`src/rtl/id_ex_if.sv`:
```
// id_ex_if: decode-side inputs, EX-side registered outputs and hazard controls of the ID/EX stage
interface id_ex_if;
  logic RegDst, Branch, MemRead, MemtoReg, MemWrite, ALUSrc, RegWrite, jump, shiftC;
  logic [1:0] ALUOp;
  logic [31:0] pc_plus4, read_data1, read_data2, imm_ext;
  logic [4:0] rs, rt, rd, shamt;
  logic [5:0] funcion;
  logic flush, hold;
  logic ex_RegDst, ex_Branch, ex_MemRead, ex_MemtoReg, ex_MemWrite, ex_ALUSrc, ex_RegWrite, ex_jump, ex_shiftC;
  logic [1:0] ex_ALUOp;
  logic [31:0] ex_pc_plus4, ex_read_data1, ex_read_data2, ex_imm_ext;
  logic [4:0] ex_rs, ex_rt, ex_rd, ex_shamt;
  logic [5:0] ex_funcion;
  logic ctrl_enable, pc_write, if_id_write;
  logic [15:0] stall_count;
  modport master (
    output RegDst, Branch, MemRead, MemtoReg, MemWrite, ALUSrc, RegWrite, jump, shiftC, ALUOp,
           pc_plus4, read_data1, read_data2, imm_ext, rs, rt, rd, shamt, funcion, flush, hold,
    input  ex_RegDst, ex_Branch, ex_MemRead, ex_MemtoReg, ex_MemWrite, ex_ALUSrc, ex_RegWrite,
           ex_jump, ex_shiftC, ex_ALUOp, ex_pc_plus4, ex_read_data1, ex_read_data2, ex_imm_ext,
           ex_rs, ex_rt, ex_rd, ex_shamt, ex_funcion, ctrl_enable, pc_write, if_id_write, stall_count
  );
  modport slave (
    input  RegDst, Branch, MemRead, MemtoReg, MemWrite, ALUSrc, RegWrite, jump, shiftC, ALUOp,
           pc_plus4, read_data1, read_data2, imm_ext, rs, rt, rd, shamt, funcion, flush, hold,
    output ex_RegDst, ex_Branch, ex_MemRead, ex_MemtoReg, ex_MemWrite, ex_ALUSrc, ex_RegWrite,
           ex_jump, ex_shiftC, ex_ALUOp, ex_pc_plus4, ex_read_data1, ex_read_data2, ex_imm_ext,
           ex_rs, ex_rt, ex_rd, ex_shamt, ex_funcion, ctrl_enable, pc_write, if_id_write, stall_count
  );
endinterface

```
`src/rtl/id_ex_stage.sv`:
```
// id_ex_stage: ID/EX pipeline register with load-use hazard detection and saturating stall counter
module id_ex_stage (
  input logic clk,
  input logic reset,
  id_ex_if.slave b
);
  logic hazard;
  assign hazard = b.ex_MemRead && b.ex_rt != 5'd0 && (b.ex_rt == b.rs || b.ex_rt == b.rt);
  assign b.ctrl_enable = !hazard;
  assign b.pc_write = !hazard && !b.hold;
  assign b.if_id_write = !hazard && !b.hold;
  // flush outranks hold so a redirect bubble is never lost; data still loads on flush
  always_ff @(posedge clk or posedge reset)
    if (reset) begin
      {b.ex_RegDst, b.ex_Branch, b.ex_MemRead, b.ex_MemtoReg, b.ex_MemWrite, b.ex_ALUSrc,
       b.ex_RegWrite, b.ex_jump, b.ex_shiftC, b.ex_ALUOp} <= '0;
      {b.ex_pc_plus4, b.ex_read_data1, b.ex_read_data2, b.ex_imm_ext,
       b.ex_rs, b.ex_rt, b.ex_rd, b.ex_shamt, b.ex_funcion} <= '0;
      b.stall_count <= '0;
    end else begin
      if (b.flush || !b.hold) begin
        {b.ex_RegDst, b.ex_Branch, b.ex_MemRead, b.ex_MemtoReg, b.ex_MemWrite, b.ex_ALUSrc,
         b.ex_RegWrite, b.ex_jump, b.ex_shiftC, b.ex_ALUOp} <= b.flush ? 11'd0 :
          {b.RegDst, b.Branch, b.MemRead, b.MemtoReg, b.MemWrite, b.ALUSrc,
           b.RegWrite, b.jump, b.shiftC, b.ALUOp};
        {b.ex_pc_plus4, b.ex_read_data1, b.ex_read_data2, b.ex_imm_ext,
         b.ex_rs, b.ex_rt, b.ex_rd, b.ex_shamt, b.ex_funcion} <=
          {b.pc_plus4, b.read_data1, b.read_data2, b.imm_ext, b.rs, b.rt, b.rd, b.shamt, b.funcion};
      end
      if (hazard && !b.hold && b.stall_count != 16'hffff) b.stall_count <= b.stall_count + 16'd1;
    end
endmodule

```
`src/flat_wrapper.sv`:
```
// flat-port wrapper written by rule: the top's interface ports become plain ports
module id_ex_stage_flat 
  (clk, reset, b_RegDst, b_Branch, b_MemRead, b_MemtoReg, b_MemWrite, b_ALUSrc, b_RegWrite, b_jump, b_shiftC, b_ALUOp, b_pc_plus4, b_read_data1, b_read_data2, b_imm_ext, b_rs, b_rt, b_rd, b_shamt, b_funcion, b_flush, b_hold, b_ex_RegDst, b_ex_Branch, b_ex_MemRead, b_ex_MemtoReg, b_ex_MemWrite, b_ex_ALUSrc, b_ex_RegWrite, b_ex_jump, b_ex_shiftC, b_ex_ALUOp, b_ex_pc_plus4, b_ex_read_data1, b_ex_read_data2, b_ex_imm_ext, b_ex_rs, b_ex_rt, b_ex_rd, b_ex_shamt, b_ex_funcion, b_ctrl_enable, b_pc_write, b_if_id_write, b_stall_count);
  id_ex_if b_i ();
  input logic clk;
  input logic reset;
  input wire logic [$bits(b_i.RegDst)-1:0] b_RegDst;
  input wire logic [$bits(b_i.Branch)-1:0] b_Branch;
  input wire logic [$bits(b_i.MemRead)-1:0] b_MemRead;
  input wire logic [$bits(b_i.MemtoReg)-1:0] b_MemtoReg;
  input wire logic [$bits(b_i.MemWrite)-1:0] b_MemWrite;
  input wire logic [$bits(b_i.ALUSrc)-1:0] b_ALUSrc;
  input wire logic [$bits(b_i.RegWrite)-1:0] b_RegWrite;
  input wire logic [$bits(b_i.jump)-1:0] b_jump;
  input wire logic [$bits(b_i.shiftC)-1:0] b_shiftC;
  input wire logic [$bits(b_i.ALUOp)-1:0] b_ALUOp;
  input wire logic [$bits(b_i.pc_plus4)-1:0] b_pc_plus4;
  input wire logic [$bits(b_i.read_data1)-1:0] b_read_data1;
  input wire logic [$bits(b_i.read_data2)-1:0] b_read_data2;
  input wire logic [$bits(b_i.imm_ext)-1:0] b_imm_ext;
  input wire logic [$bits(b_i.rs)-1:0] b_rs;
  input wire logic [$bits(b_i.rt)-1:0] b_rt;
  input wire logic [$bits(b_i.rd)-1:0] b_rd;
  input wire logic [$bits(b_i.shamt)-1:0] b_shamt;
  input wire logic [$bits(b_i.funcion)-1:0] b_funcion;
  input wire logic [$bits(b_i.flush)-1:0] b_flush;
  input wire logic [$bits(b_i.hold)-1:0] b_hold;
  output wire logic [$bits(b_i.ex_RegDst)-1:0] b_ex_RegDst;
  output wire logic [$bits(b_i.ex_Branch)-1:0] b_ex_Branch;
  output wire logic [$bits(b_i.ex_MemRead)-1:0] b_ex_MemRead;
  output wire logic [$bits(b_i.ex_MemtoReg)-1:0] b_ex_MemtoReg;
  output wire logic [$bits(b_i.ex_MemWrite)-1:0] b_ex_MemWrite;
  output wire logic [$bits(b_i.ex_ALUSrc)-1:0] b_ex_ALUSrc;
  output wire logic [$bits(b_i.ex_RegWrite)-1:0] b_ex_RegWrite;
  output wire logic [$bits(b_i.ex_jump)-1:0] b_ex_jump;
  output wire logic [$bits(b_i.ex_shiftC)-1:0] b_ex_shiftC;
  output wire logic [$bits(b_i.ex_ALUOp)-1:0] b_ex_ALUOp;
  output wire logic [$bits(b_i.ex_pc_plus4)-1:0] b_ex_pc_plus4;
  output wire logic [$bits(b_i.ex_read_data1)-1:0] b_ex_read_data1;
  output wire logic [$bits(b_i.ex_read_data2)-1:0] b_ex_read_data2;
  output wire logic [$bits(b_i.ex_imm_ext)-1:0] b_ex_imm_ext;
  output wire logic [$bits(b_i.ex_rs)-1:0] b_ex_rs;
  output wire logic [$bits(b_i.ex_rt)-1:0] b_ex_rt;
  output wire logic [$bits(b_i.ex_rd)-1:0] b_ex_rd;
  output wire logic [$bits(b_i.ex_shamt)-1:0] b_ex_shamt;
  output wire logic [$bits(b_i.ex_funcion)-1:0] b_ex_funcion;
  output wire logic [$bits(b_i.ctrl_enable)-1:0] b_ctrl_enable;
  output wire logic [$bits(b_i.pc_write)-1:0] b_pc_write;
  output wire logic [$bits(b_i.if_id_write)-1:0] b_if_id_write;
  output wire logic [$bits(b_i.stall_count)-1:0] b_stall_count;
  assign b_i.RegDst = b_RegDst;
  assign b_i.Branch = b_Branch;
  assign b_i.MemRead = b_MemRead;
  assign b_i.MemtoReg = b_MemtoReg;
  assign b_i.MemWrite = b_MemWrite;
  assign b_i.ALUSrc = b_ALUSrc;
  assign b_i.RegWrite = b_RegWrite;
  assign b_i.jump = b_jump;
  assign b_i.shiftC = b_shiftC;
  assign b_i.ALUOp = b_ALUOp;
  assign b_i.pc_plus4 = b_pc_plus4;
  assign b_i.read_data1 = b_read_data1;
  assign b_i.read_data2 = b_read_data2;
  assign b_i.imm_ext = b_imm_ext;
  assign b_i.rs = b_rs;
  assign b_i.rt = b_rt;
  assign b_i.rd = b_rd;
  assign b_i.shamt = b_shamt;
  assign b_i.funcion = b_funcion;
  assign b_i.flush = b_flush;
  assign b_i.hold = b_hold;
  assign b_ex_RegDst = b_i.ex_RegDst;
  assign b_ex_Branch = b_i.ex_Branch;
  assign b_ex_MemRead = b_i.ex_MemRead;
  assign b_ex_MemtoReg = b_i.ex_MemtoReg;
  assign b_ex_MemWrite = b_i.ex_MemWrite;
  assign b_ex_ALUSrc = b_i.ex_ALUSrc;
  assign b_ex_RegWrite = b_i.ex_RegWrite;
  assign b_ex_jump = b_i.ex_jump;
  assign b_ex_shiftC = b_i.ex_shiftC;
  assign b_ex_ALUOp = b_i.ex_ALUOp;
  assign b_ex_pc_plus4 = b_i.ex_pc_plus4;
  assign b_ex_read_data1 = b_i.ex_read_data1;
  assign b_ex_read_data2 = b_i.ex_read_data2;
  assign b_ex_imm_ext = b_i.ex_imm_ext;
  assign b_ex_rs = b_i.ex_rs;
  assign b_ex_rt = b_i.ex_rt;
  assign b_ex_rd = b_i.ex_rd;
  assign b_ex_shamt = b_i.ex_shamt;
  assign b_ex_funcion = b_i.ex_funcion;
  assign b_ctrl_enable = b_i.ctrl_enable;
  assign b_pc_write = b_i.pc_write;
  assign b_if_id_write = b_i.if_id_write;
  assign b_stall_count = b_i.stall_count;
  id_ex_stage u_core (.clk(clk), .reset(reset), .b(b_i));
endmodule
```
`config.mk`:
```
export PLATFORM = sky130hd
export DESIGN_NAME = id_ex_stage_flat
export DESIGN_NICKNAME = d
export VERILOG_FILES = /design/src/rtl/id_ex_if.sv /design/src/rtl/id_ex_stage.sv /design/src/flat_wrapper.sv
export SDC_FILE = /design/constraint.sdc
export NUM_CORES = 1
export LEC_CHECK = 0
export CAP_MARGIN = 20
export CELL_PAD_IN_SITES_DETAIL_PLACEMENT = 1
export CELL_PAD_IN_SITES_GLOBAL_PLACEMENT = 1
export CORE_MARGIN = 5
export CORE_UTILIZATION = 31
export DETAILED_ROUTE_END_ITERATION = 12
export PLACE_DENSITY_LB_ADDON = 0.08
export SLEW_MARGIN = 10
export SYNTH_ARGS = -nofsm -noshare
export SYNTH_HDL_FRONTEND = slang
export SYNTH_SLANG_ARGS = --single-unit
```
`constraint.sdc`:
```
create_clock -name clk -period 6.78 [get_ports clk]
set_input_delay 1.356 -clock clk [delete_from_list [all_inputs] [get_ports clk]]
set_output_delay 1.356 -clock clk [all_outputs]
set_load 0.005 [all_outputs]
```
==> summary by stage, run 1 <==
Run status
The run finished with clean final reports.

Worst setup path
The critical path capture point type is an output port. STA puts the critical path data required time at 5.42 ns. The launching point of the worst reg2reg path is u_core.b.stall_count[0]. Counting both buffers and inverters, the worst setup path holds a total of 2. In this design, the largest share of critical-path delay is due to buffers and inverters. Of all nets on the critical path, the largest fanout is 17. The worst register-to-register path has a setup slack of 4.40 ns.

The endpoint identified for the worst register-to-register timing path is u_core.b.stall_count[1]. The critical path launch point type is an input port. On the critical path, the stage with the largest delay is an instance of sky130_fd_sc_hd__o22ai_2. The signal on the critical path passes through clkdlybuf4s50_1 > xnor2_1 > nand3_1 > o22ai_2 > a21oi_1 > clkdlybuf4s50_1. The cell that appears most often on the critical path is sky130_fd_sc_hd__clkdlybuf4s50_1.

The cell depth of the worst setup path is 6. Measured in cells, the most critical reg-to-reg path has a length of 6. For this run, the slowest stage of the critical path takes roughly 0.66 ns. The critical path is of the in2out type. The arrival time at the worst endpoint is 3.43 ns.

Route
The average wire per standard cell is 20.8 um. The total via count after detailed routing is 5150. The overall routed net length is 23100 um. The detailed-route DRC error count is 0.

The DRC violation total after the first TritonRoute iteration is around 140. The routed via count divided by cell count is 4.64. The number of detailed-route iterations in the first pass is 4. Once detail routing completed, the nets flagged for antenna violations numbered 0.

Pwr
The share of total power in sequential cells is 0.455. The power density normalized to cell area is 232 mW/mm2. Of the total power, the share spent switching nets is 0.248. The leakage dissipation is about 4.7 nW.

The share of power burned in combinational logic is 0.174. The completed layout was analyzed and its total power is approximately 2.7 mW. The worst-case IR drop observed on VDD is 0.147 mV. The internal power component is 2.01 mW.

In this run the power spent charging and discharging nets is between 600 and 700 uW. The share of total power dissipated in the clock network is 0.371.

Timing
The setup total negative slack is 0 ns. The actual slew at the worst max-slew pin is between 0.9 and 1 ns. The final hold violation count is 0. Setup repair after global routing left no endpoint under its margin. The final number of max-transition violations is 0.

The clock tree skew after final layout is 0.00837 ns. The number of setup violations in the final report is 0. Of the available clock period, the critical path in the final layout requires 0.706. The maximum clock frequency is 0.209 GHz. The final critical path time including I/O delays and setup is 4.79 ns.

In this run the tightest slew margin relative to its limit is 0.374.

Finish
The library cell used most frequently in the layout, excluding fill and tap cells, is sky130_fd_sc_hd__clkdlybuf4s50_1. The top cell types in the final layout, fill and taps aside, are 352 x sky130_fd_sc_hd__clkdlybuf4s50_1, 181 x sky130_fd_sc_hd__dfrtp_1, 157 x sky130_fd_sc_hd__mux2_2, 23 x sky130_fd_sc_hd__xnor2_1. The final layout net count is 982. The layout has 2237 filler cells. The growth of design area from synthesis to finish is 61.9%.

In the final layout, flip-flops and latches occupy 0.00453 mm2. The combined area of the multi-input logic cells is 0.00245 mm2. The proportion of layout cells with a drive suffix above 1 is 0.242.

Global routing
The overflow left after global routing is 0. The via count of the first global-routing pass came to 5881. The initial antenna violation count came to 1. The first global-routing pass estimated between 30000 and 40000 um of wire. The total global routing track utilization is 0.177. Entering global routing, the biggest net connects around 100 pins.

Clock network
The number of setup buffers added after CTS is 0. CTS built an H-tree with a depth of 4. The longest clock path from root to sink contains 2 buffers. After clock tree synthesis, the clock-pin slew on the worst setup and hold paths is 0.06 ns. After clock tree synthesis, the flow added hold-fix buffers numbering 0. The clock reaches the later pin of the worst-skew pair after ~0.43 ns.

The number of gates resized after CTS was 0. In this run, CTS created clock tree buffers numbering 17. The clock tree from TritonCTS is built. The buffer cell driving the clock tree root is sky130_fd_sc_hd__clkbuf_16. The TritonCTS sink count is roughly 180.

Place
The estimated wirelength of the detail-placed design is 17500 um. The congestion estimate from routability-driven global placement came to 0.787. The number of port buffers is 352.

Worst hold path
The worst hold path cell count is 1. The origin of the worst min-delay path is u_core.b.ex_imm_ext[8]. The path category of the worst min-delay check is reg2reg. The worst hold path terminates at u_core.b.ex_imm_ext[8].

Synth
The post-synthesis cell count is 461. The post-synthesis net count is 631. The top cell type by total area after synthesis is sky130_fd_sc_hd__dfrtp_1. For this run, the register share of the synthesized area comes to 0.637.

In this run, synthesis produced a sequential element count of 181. The number of warnings printed during yosys synthesis is 0. The netlist uses 30 different library cells. By area the synthesized netlist is led by sky130_fd_sc_hd__dfrtp_1 64%, sky130_fd_sc_hd__mux2_2 25%, sky130_fd_sc_hd__xnor2_1 2.8%. The mapped netlist covers about 0.0071 mm2. The share of synthesized area in the top cell type comes to 0.637. After synthesis, the mean cell area works out to 15.4 um2.

Floorplan
The effective utilization at floorplan is 0.315. In this run the core area contains 55 standard-cell rows. The top-level I/O count is 353. The chip height is 161 um. In this run the standard cell core region covers about 0.023 mm2. The width of the chip is around 160 um. The die covers 0.0260 mm2.

Job
The reported max-cap violation count is 0.
-- how the worst max path moves through the flow --
stage                     startpoint                    to  slack [ns]
after floorplan                reset  u_core.b.ex_ALUOp[0]        0.51
after global placement       b_rt[4]            b_pc_write        2.00
after detailed placement     b_rt[3]            b_pc_write        2.00
after CTS                    b_rt[3]            b_pc_write        2.00
after global routing         b_rt[4]            b_pc_write        1.80
final                        b_rt[3]            b_pc_write        1.99
-- cells by family (layout without fill, tap and decap cells) --
kind of cell | Yosys count | after routing | synth area share
DFF | 181 | 181 | 0.637
muxes | 168 | 168 | 0.264
and+or+nand+nor | 59 | 59 | 0.0435
buffers and inverters | 24 | 388 | 0.0181
xor gates and xnor gates | 23 | 23 | 0.0283
AOI/OAI and AO/OA | 5 | 5 | 0.00651
adders and majority gates | 1 | 1 | 0.00176
other | 0 | 1 | 0
-- registers in the layout (all words and copies together) (netlist names), 2 cells and up --
register                flops
u_core.b.ex_rs              5
u_core.b.ex_pc_plus4       32
u_core.b.ex_ALUOp           2
u_core.b.ex_rd              5
u_core.b.ex_shamt           5
u_core.b.ex_read_data1     32
u_core.b.ex_read_data2     32
u_core.b.stall_count       16
u_core.b.ex_funcion         6
u_core.b.ex_imm_ext        32
u_core.b.ex_rt              5
-- metal layers --
| metal | global-route usage | vias up | share of wire |
|---|---|---|---|
| met4 | 0.0582 | 0 | 0.022 |
| li1 | - | 2317 | - |
| met1 | 0.194 | 2582 | 0.37 |
| met5 | 0 | - | 0 |
| met2 | 0.297 | 222 | 0.50 |
| met3 | 0.0911 | 29 | 0.11 |
-- synthesized netlist by cell type --
master / number
sky130_fd_sc_hd__nand4_1: 4
sky130_fd_sc_hd__o22ai_2: 1
sky130_fd_sc_hd__clkbuf_1: 1
sky130_fd_sc_hd__buf_2: 19
sky130_fd_sc_hd__nand2b_1: 2
sky130_fd_sc_hd__buf_4: 2
sky130_fd_sc_hd__xnor2_1: 23
sky130_fd_sc_hd__nor3b_1: 1
sky130_fd_sc_hd__or4_4: 1
sky130_fd_sc_hd__mux2i_1: 11
sky130_fd_sc_hd__nor3_1: 1
sky130_fd_sc_hd__buf_6: 1
sky130_fd_sc_hd__o21ai_2: 1
sky130_fd_sc_hd__dfrtp_1: 181
sky130_fd_sc_hd__ha_1: 1
sky130_fd_sc_hd__nand4_2: 1
sky130_fd_sc_hd__inv_1: 1
sky130_fd_sc_hd__and4_1: 1
sky130_fd_sc_hd__and3_1: 3
sky130_fd_sc_hd__nand3b_1: 1
sky130_fd_sc_hd__mux2_2: 157
sky130_fd_sc_hd__a211oi_2: 1
sky130_fd_sc_hd__nand2_1: 10
sky130_fd_sc_hd__nand3_1: 14
sky130_fd_sc_hd__nand3_2: 1
sky130_fd_sc_hd__nor3_2: 1
sky130_fd_sc_hd__nor2_1: 17
sky130_fd_sc_hd__a21oi_1: 1
sky130_fd_sc_hd__o21a_1: 1
sky130_fd_sc_hd__nor4b_1: 1
-- final cells by class --
class,count,area share
Antenna cell,1,0.000217
Clock buffer,19,0.0385
Clock inverter,13,0.0122
Inverter,1,0.000761
Multi-Input combinational cell,256,0.213
Sequential cell,181,0.394
Tap cell,285,0.0310
Timing Repair Buffer,355,0.310
-- metrics by stage --
step / utilization / area [um2] / worst slack [ns] / hold slack [ns] / cells
final: 0.510 / 11500 / 1.99 / 0.505 / 1111
after global routing: 0.510 / 11500 / 1.80 / 0.526 / 1111
after CTS: 0.510 / 11500 / 2.00 / 0.510 / 1110
after detailed placement: 0.484 / 10900 / 2.00 / 0.495 / 1078
after global placement: 0.484 / 10900 / 2.00 / 0.488 / 1078
after floorplan: - / 7110 / 0.509 / 0.487 / 461
-- power groups by stage --
stage	registers [mW]	clock network, mW	logic (mW)
after CTS	1.22	1.02	0.475
after detailed placement	1.24	0	0.472
after global routing	1.23	1.07	0.498
after global placement	1.23	0	0.463
after floorplan	1.24	0	0.142
final	1.22	0.991	0.464
(Power assumes the default switching activity.)
==> run 2, diff against run 1 <==
- clock period: 6.78 -> 4.7 ns (I/O delays scaled with it)
==> run 2 against run 1 <==
Net effect:
- worst setup slack got worse by 0.99 ns
- sequential power up 43%
- core utilization grew 0.27 points
- register-to-register slack got worse by 2.2 ns
- critical path depth grew 1
- global-route usage fell by 0.52 points
==> summary by stage, run 2 (synthesized netlist as in run 1, its figures left out) <==
Run status
The run finished with clean final reports.

Pwr
Summed over all cells, the static leakage comes to ~4.7 nW. The highest ir drop seen on vdd is 0.213 mV. The total power after layout is a little under 4 mW. The power density normalized to cell area is 339 mW/mm2.

Clock network
The quantity of gates resized following cts is 0. The cell sitting at the root of the clock tree is a sky130_fd_sc_hd__clkbuf_16. The clock slew seen by the registers of the worst setup and hold paths is approximately 0.070 ns. The later-pin clock latency in the skew report is 0.43 ns. The clock tree from TritonCTS is built. The maximum count of clock buffers along a single path is 2.

Clock tree synthesis inserted a total of 17 buffers. The number of hold-repair buffers added at the cts stage is 0. The H-tree generated during clock tree synthesis spans 4 levels. The post-CTS setup buffer count is 0. The TritonCTS sink count is ~180.

Global routing
The initial antenna violation count was 2. The via count of the first global-routing pass is 5885. The total global routing track utilization is 0.171. The overflow left after global routing is 0.

The largest net degree at the start of global routing is around 170. The first global-routing pass estimated between 30000 and 40000 um of wire.

Floorplan
The top-level I/O count is 353. The floorplan step defined a die boundary enclosing 0.0260 mm2. The width of the chip is approximately 160 um. For this configuration, the core starts out at a cell density of 0.315. From bottom edge to top edge, the die measures 161 um.

The floorplan has 55 rows. The floorplan step defined a core boundary enclosing 0.0226 mm2.

Timing
The clock tree skew after final layout is 0.00862 ns. Timing would allow up to 0.270 GHz. The final hold violation count is 0. Dividing the final minimum period by the clock period gives 0.787.

The actual slew at the worst max-slew pin is 0.969 ns. Setup violations remaining at the end of the flow were counted as 0. The worst hold margin is ~0.5 ns.

The final critical path time including I/O delays and setup is 3.70 ns. Setup repair after global routing left no endpoint under its margin. The final number of max-transition violations is 0. The final worst setup slack is 1.00 ns. Measured against its own limit, the worst slew margin works out to 0.353.

The setup total negative slack is 0 ns.

Worst setup path
The critical path crosses 7 cells after its start point. In this run the worst path has a maximum fanout of 17. The gate family responsible for the most delay along the worst path is buffers and inverters. The number of cells traversed by the worst register-to-register path is 6. Counting stages on the worst path, the most repeated cell is sky130_fd_sc_hd__clkdlybuf4s50_1. The start-to-end type of the worst setup path is in2out. The cell type of the slowest stage on the worst timing path is sky130_fd_sc_hd__clkdlybuf4s50_1. The required arrival time at the worst endpoint is around 3.8 ns. The biggest cell delay along the critical path is about 0.51 ns.

STA classifies the critical path endpoint as an output port. The critical path contains buffers and inverters numbering 3 combined. The critical path launch point type is an input port.

At the worst endpoint, the arrival time is ~2.8 ns. The critical path goes through clkdlybuf4s50_1 > xnor2_1 > nand3_1 > o22ai_2 > buf_4 > a21oi_1 > clkdlybuf4s50_1.

Route
The DRC violation total after the first TritonRoute iteration is 143. The overall routed net length is 22400 um. After detailed routing, the number of remaining DRC violations is 0.

The final antenna-violating net count is 0. The routed via count divided by cell count is ~4.6. The first TritonRoute pass finished after 4 iterations.

After detailed routing, the average wire length per cell comes to 20.1 um. The routed layout has between 5000 and 6000 vias.

Place
The estimated wirelength of the detail-placed design is ~17000 um. In this run, placement finished with an instance count of 1081. Before CTS, the worst setup slack after placement is 0.992 ns.

The number of port buffers is 352. Routability-driven placement finished with a final weighted congestion of 0.776.

Finish
In the layout the commonest cells are 352 x sky130_fd_sc_hd__clkdlybuf4s50_1, 181 x sky130_fd_sc_hd__dfrtp_1, 157 x sky130_fd_sc_hd__mux2_2, 23 x sky130_fd_sc_hd__xnor2_1. The commonest non-fill, non-tap cell in the layout is sky130_fd_sc_hd__clkdlybuf4s50_1. For this run, the post-layout net count is 985. The growth of design area from synthesis to finish is 62.8%. Fill cells in the final layout number around 2200.

The proportion of layout cells with a drive suffix above 1 is 0.245. After the flow finishes, the layout carries non-filler instances totaling ~1100.

Worst hold path
Counting instances, the worst hold path has a depth of 1. The path category of the worst min-delay check is reg2reg.

Job
The tool flagged a number of max-cap violations equal to 0.
==> run 2: final timing paths <==
path                                             from                    endpoint  slack (ns)
hold / removal             u_core.b.ex_read_data1[30]  u_core.b.ex_read_data1[30]        0.50
hold reg to reg            u_core.b.ex_read_data1[30]  u_core.b.ex_read_data1[30]        0.50
setup / recovery                              b_rt[4]               b_if_id_write        1.00
setup reg to reg              u_core.b.stall_count[0]     u_core.b.stall_count[1]        2.24
max in group asynchronous                       reset   u_core.b.ex_read_data1[9]        2.64
min in group asynchronous                       reset     u_core.b.ex_imm_ext[11]        0.87
==> run 2: worst register-to-register path, cell delays in order (launching register included) <==
cell                       delay, ns
sky130_fd_sc_hd__dfrtp_1        0.43
sky130_fd_sc_hd__ha_1           0.25
sky130_fd_sc_hd__nand3_1        0.18
sky130_fd_sc_hd__nor3_2         0.11
sky130_fd_sc_hd__a211oi_2       0.83
sky130_fd_sc_hd__nand2_1        0.23
sky130_fd_sc_hd__mux2_2         0.32
==> run 2: metrics by stage <==
step           cell area, um2  utilization
4_1_cts                 11600        0.512
3_3_place_gp            10900        0.485
3_5_place_dp            10900        0.485
2_1_floorplan            7110            -
6_report                11600        0.512
5_1_grt                 11600        0.512
==> run 2: area by class of cell <==
class | instances | area, um2 | share of cell area
Timing Repair Buffer | 358 | 3590 | 0.311
Sequential cell | 181 | 4530 | 0.392
Multi-Input combinational cell | 256 | 2450 | 0.212
Inverter | 1 | 7.51 | 0.000649
Clock buffer | 18 | 429 | 0.0371
Tap cell | 285 | 357 | 0.0308
Antenna cell | 2 | 5.00 | 0.000433
Clock inverter | 14 | 190 | 0.0164
==> run 2: power by group <==
group          internal, mW  switching, mW
sequential             1.68         0.0747
clock                 0.854          0.645
combinational         0.452          0.217
total                  2.99          0.937
==> run 2: metal layers <==
layer	vias up	share of wire	track usage
met1	2540	0.35	0.181
met5	-	0	0
li1	2320	-	-
met4	0	0.027	0.0725
met3	34	0.094	0.0745
met2	198	0.53	0.299
==> run 3, diff against run 2 <==
- CORE_UTILIZATION: 31 -> 28
- clock period: 4.7 -> 3.3 ns (I/O delays scaled with it)
==> run 3 against run 2 <==
Net effect:
- core utilization decreased by 4.8 points
- non-clock buffer count rose by 4
- final cell count rose by 4.1%
- worst setup slack worse by 0.89 ns
- worst hold slack about the same
- largest power group unchanged
- routed wire length is 4.0% higher
- sequential power grew 43%
- combinational power up 44%
- power up 43%
- final area is 0.90% higher
- sequential share of layout area fell by 0.35 points
==> summary by stage, run 3 (synthesized netlist as in run 1, its figures left out) <==
Clock network
The number of hold-repair buffers added at the cts stage is 0. The TritonCTS buffer count is 17. The clock tree synthesis step divided the H-tree into 4 levels. After clock tree synthesis, the clock-pin slew on the worst setup and hold paths is 0.08 ns. Counting along the longest clock path gives a buffer depth of 2. Counting every sink on the clock net gives 181. The quantity of gates resized following cts is 0. TritonCTS built the clock tree. The post-CTS setup buffer count is 0. The later-pin clock latency in the skew report is 0.43 ns. The buffer cell driving the clock tree root is sky130_fd_sc_hd__clkbuf_16.

Timing
The setup total negative slack is 0 ns. The final number of max-transition violations came to 0. The worst path in the final design needs a cycle of approximately 3.2 ns, including I/O delays and setup.

The relative slew slack is 0.678. The maximum clock frequency is 0.313 GHz. For the final database, setup skew stands at approximately 0.011 ns.

The period utilization is 0.967. The final hold violation count was 0. Setup repair after global routing left no endpoint under its margin. For the pin with the worst max-slew slack, the measured transition is 0.483 ns.

The number of setup violations in the final report is 0.

Worst setup path
Counting both buffers and inverters, the worst setup path holds a total of 1. On the worst path, the slowest cell contributes a delay of 0.56 ns. In this run the worst path has a maximum fanout of 5.

Data on the critical path arrives at its endpoint at 2.53 ns. The required arrival time at the worst endpoint is ~2.6 ns. The gate family responsible for the most delay along the worst path is simple AND/OR/NAND/NOR gates. The critical path capture point type is an output port. The start-to-end type of the worst setup path is reg2out. Traced cell by cell, the critical path runs through or4_4 > o21a_1 > a21oi_1 > clkdlybuf4s50_1. The critical path launch point type is a flip-flop. The cell type of the slowest stage on the worst timing path is sky130_fd_sc_hd__or4_4.

Floorplan
The die is 169 um tall. The die covers 0.0287 mm2. The floorplan core area is 0.0251 mm2.

The floorplan has 58 rows. The top-level I/O count is 353. The effective utilization at floorplan is 0.283.

The width of the chip is 169 um.

Route
The DRC violation total after the first TritonRoute iteration is 159. The highest metal layer carrying signal wires in the routed design is met4. The number of detailed-route iterations in the first pass is 4. The routed via count divided by cell count is 4.45. The final antenna-violating net count is 0. The total via count after detailed routing is 5162. The amount of wire on met3 after detailed routing is approximately 2200 um. The routed wire length on met2 is 12000 um.

The sum of routed wire segments on met1 is 8560 um. For this run, design rule violations remaining after detail routing come to 0. The average wire per standard cell is 20.1 um.

The overall routed net length is ~23000 um.

Pwr
The leakage dissipation is 4.76 nW. The share of power burned in combinational logic is 0.171. The worst-case IR drop observed on VDD is between 0.2 and 0.25 mV. The net switching fraction of the power is 0.242.

The net switching power of the design is 1.36 mW. The internal portion of the total power is 4.26 mW. Power spread over the standard cell area amounts to 482 mW/mm2. The part of the power in the clock network is 0.384. Of the total power, registers draw 0.445.

Finish
Measured on the finished design, the core utilization comes to 0.465. The final layout net count is 989. The proportion of layout cells with a drive suffix above 1 is 0.248. The library cells used most frequently in the layout, excluding fill and tap cells, are 352 x sky130_fd_sc_hd__clkdlybuf4s50_1, 181 x sky130_fd_sc_hd__dfrtp_1, 157 x sky130_fd_sc_hd__mux2_2, 23 x sky130_fd_sc_hd__xnor2_1. The library cell used most frequently in the layout, excluding fill and tap cells, is sky130_fd_sc_hd__clkdlybuf4s50_1. The repair_antennas step left the layout with diodes totalling 0. From synthesis to final layout, the design area changed by 64.2%.

Worst hold path
The path class of the tightest hold or removal check is reg2reg.

Global routing
Entering global routing, the biggest net connects 84 pins. The via count of the first global-routing pass is 5945. The overflow left after global routing is 0. The total global routing track utilization is 0.160.

The wire length of the first global-routing pass is between 30000 and 40000 um. The initial antenna violation count was 0.

Run status
The run finished with clean final reports.

Job
The reported max-cap violation count is 0.

Place
The number of port buffers is 352. The estimated wirelength of the detail-placed design is 18000 um. The routability congestion estimate is 0.794.
## run 3: changes by cell type in the layout (fill, tap and decap cells not counted)
cell	previous run	this run
sky130_fd_sc_hd__buf_12	2	4
sky130_fd_sc_hd__inv_8	1	2
sky130_fd_sc_hd__buf_4	4	6
sky130_fd_sc_hd__clkinv_4	1	0
sky130_fd_sc_hd__diode_2	2	0
sky130_fd_sc_hd__clkinv_2	1	0
## run 3: metrics by stage
step,power [mW],instance area [um2],setup slack (ns),hold WS [ns],cells
detailed placement,3.53,11100,0.380,0.494,1130
global placement,3.50,11100,0.418,0.488,1130
CTS,5.73,11700,0.0768,0.510,1161
finish,5.62,11700,0.110,0.505,1161
floorplan,2.84,7110,0.317,0.487,461
global route,5.88,11700,0.0284,0.514,1161
## run 3: area by class of cell
| class | instances | area [um2] |
|---|---|---|
| flip-flops and latches | 181 | 4530 |
| repair buffers | 362 | 3650 |
| inverters | 1 | 7.51 |
| well taps | 330 | 413 |
| clock buffers | 18 | 429 |
| clock inverters | 13 | 188 |
| fillers | 2594 | 13400 |
| multi-input cells | 256 | 2450 |
## run 3: worst paths after layout
check	start	end	slack, ns	cells after the start
max in group asynchronous	reset	u_core.b.ex_read_data2[12]	2.00	3
setup / recovery	u_core.b.ex_rt[2]	b_pc_write	0.11	4
hold reg to reg	u_core.b.ex_imm_ext[12]	u_core.b.ex_imm_ext[12]	0.51	1
hold / removal	u_core.b.ex_imm_ext[12]	u_core.b.ex_imm_ext[12]	0.51	1
setup reg to reg	u_core.b.stall_count[0]	u_core.b.stall_count[13]	1.30	7
min in group asynchronous	reset	u_core.b.ex_read_data1[21]	0.57	2
## run 3: metal layers
metal | up-vias | global-route usage
li1 | 2327 | -
met3 | 25 | 0.0662
met1 | 2601 | 0.174
met4 | 0 | 0.0543
met5 | - | 0
met2 | 209 | 0.282
## run 3: power groups by stage
stage          sequential, mW  clock, mW  combinational [mW]
3_3_place_gp             2.53          0               0.970
5_1_grt                  2.53       2.32                1.03
2_1_floorplan            2.54          0               0.292
4_1_cts                  2.51       2.24               0.988
6_report                 2.50       2.16               0.961
3_5_place_dp             2.55          0               0.983
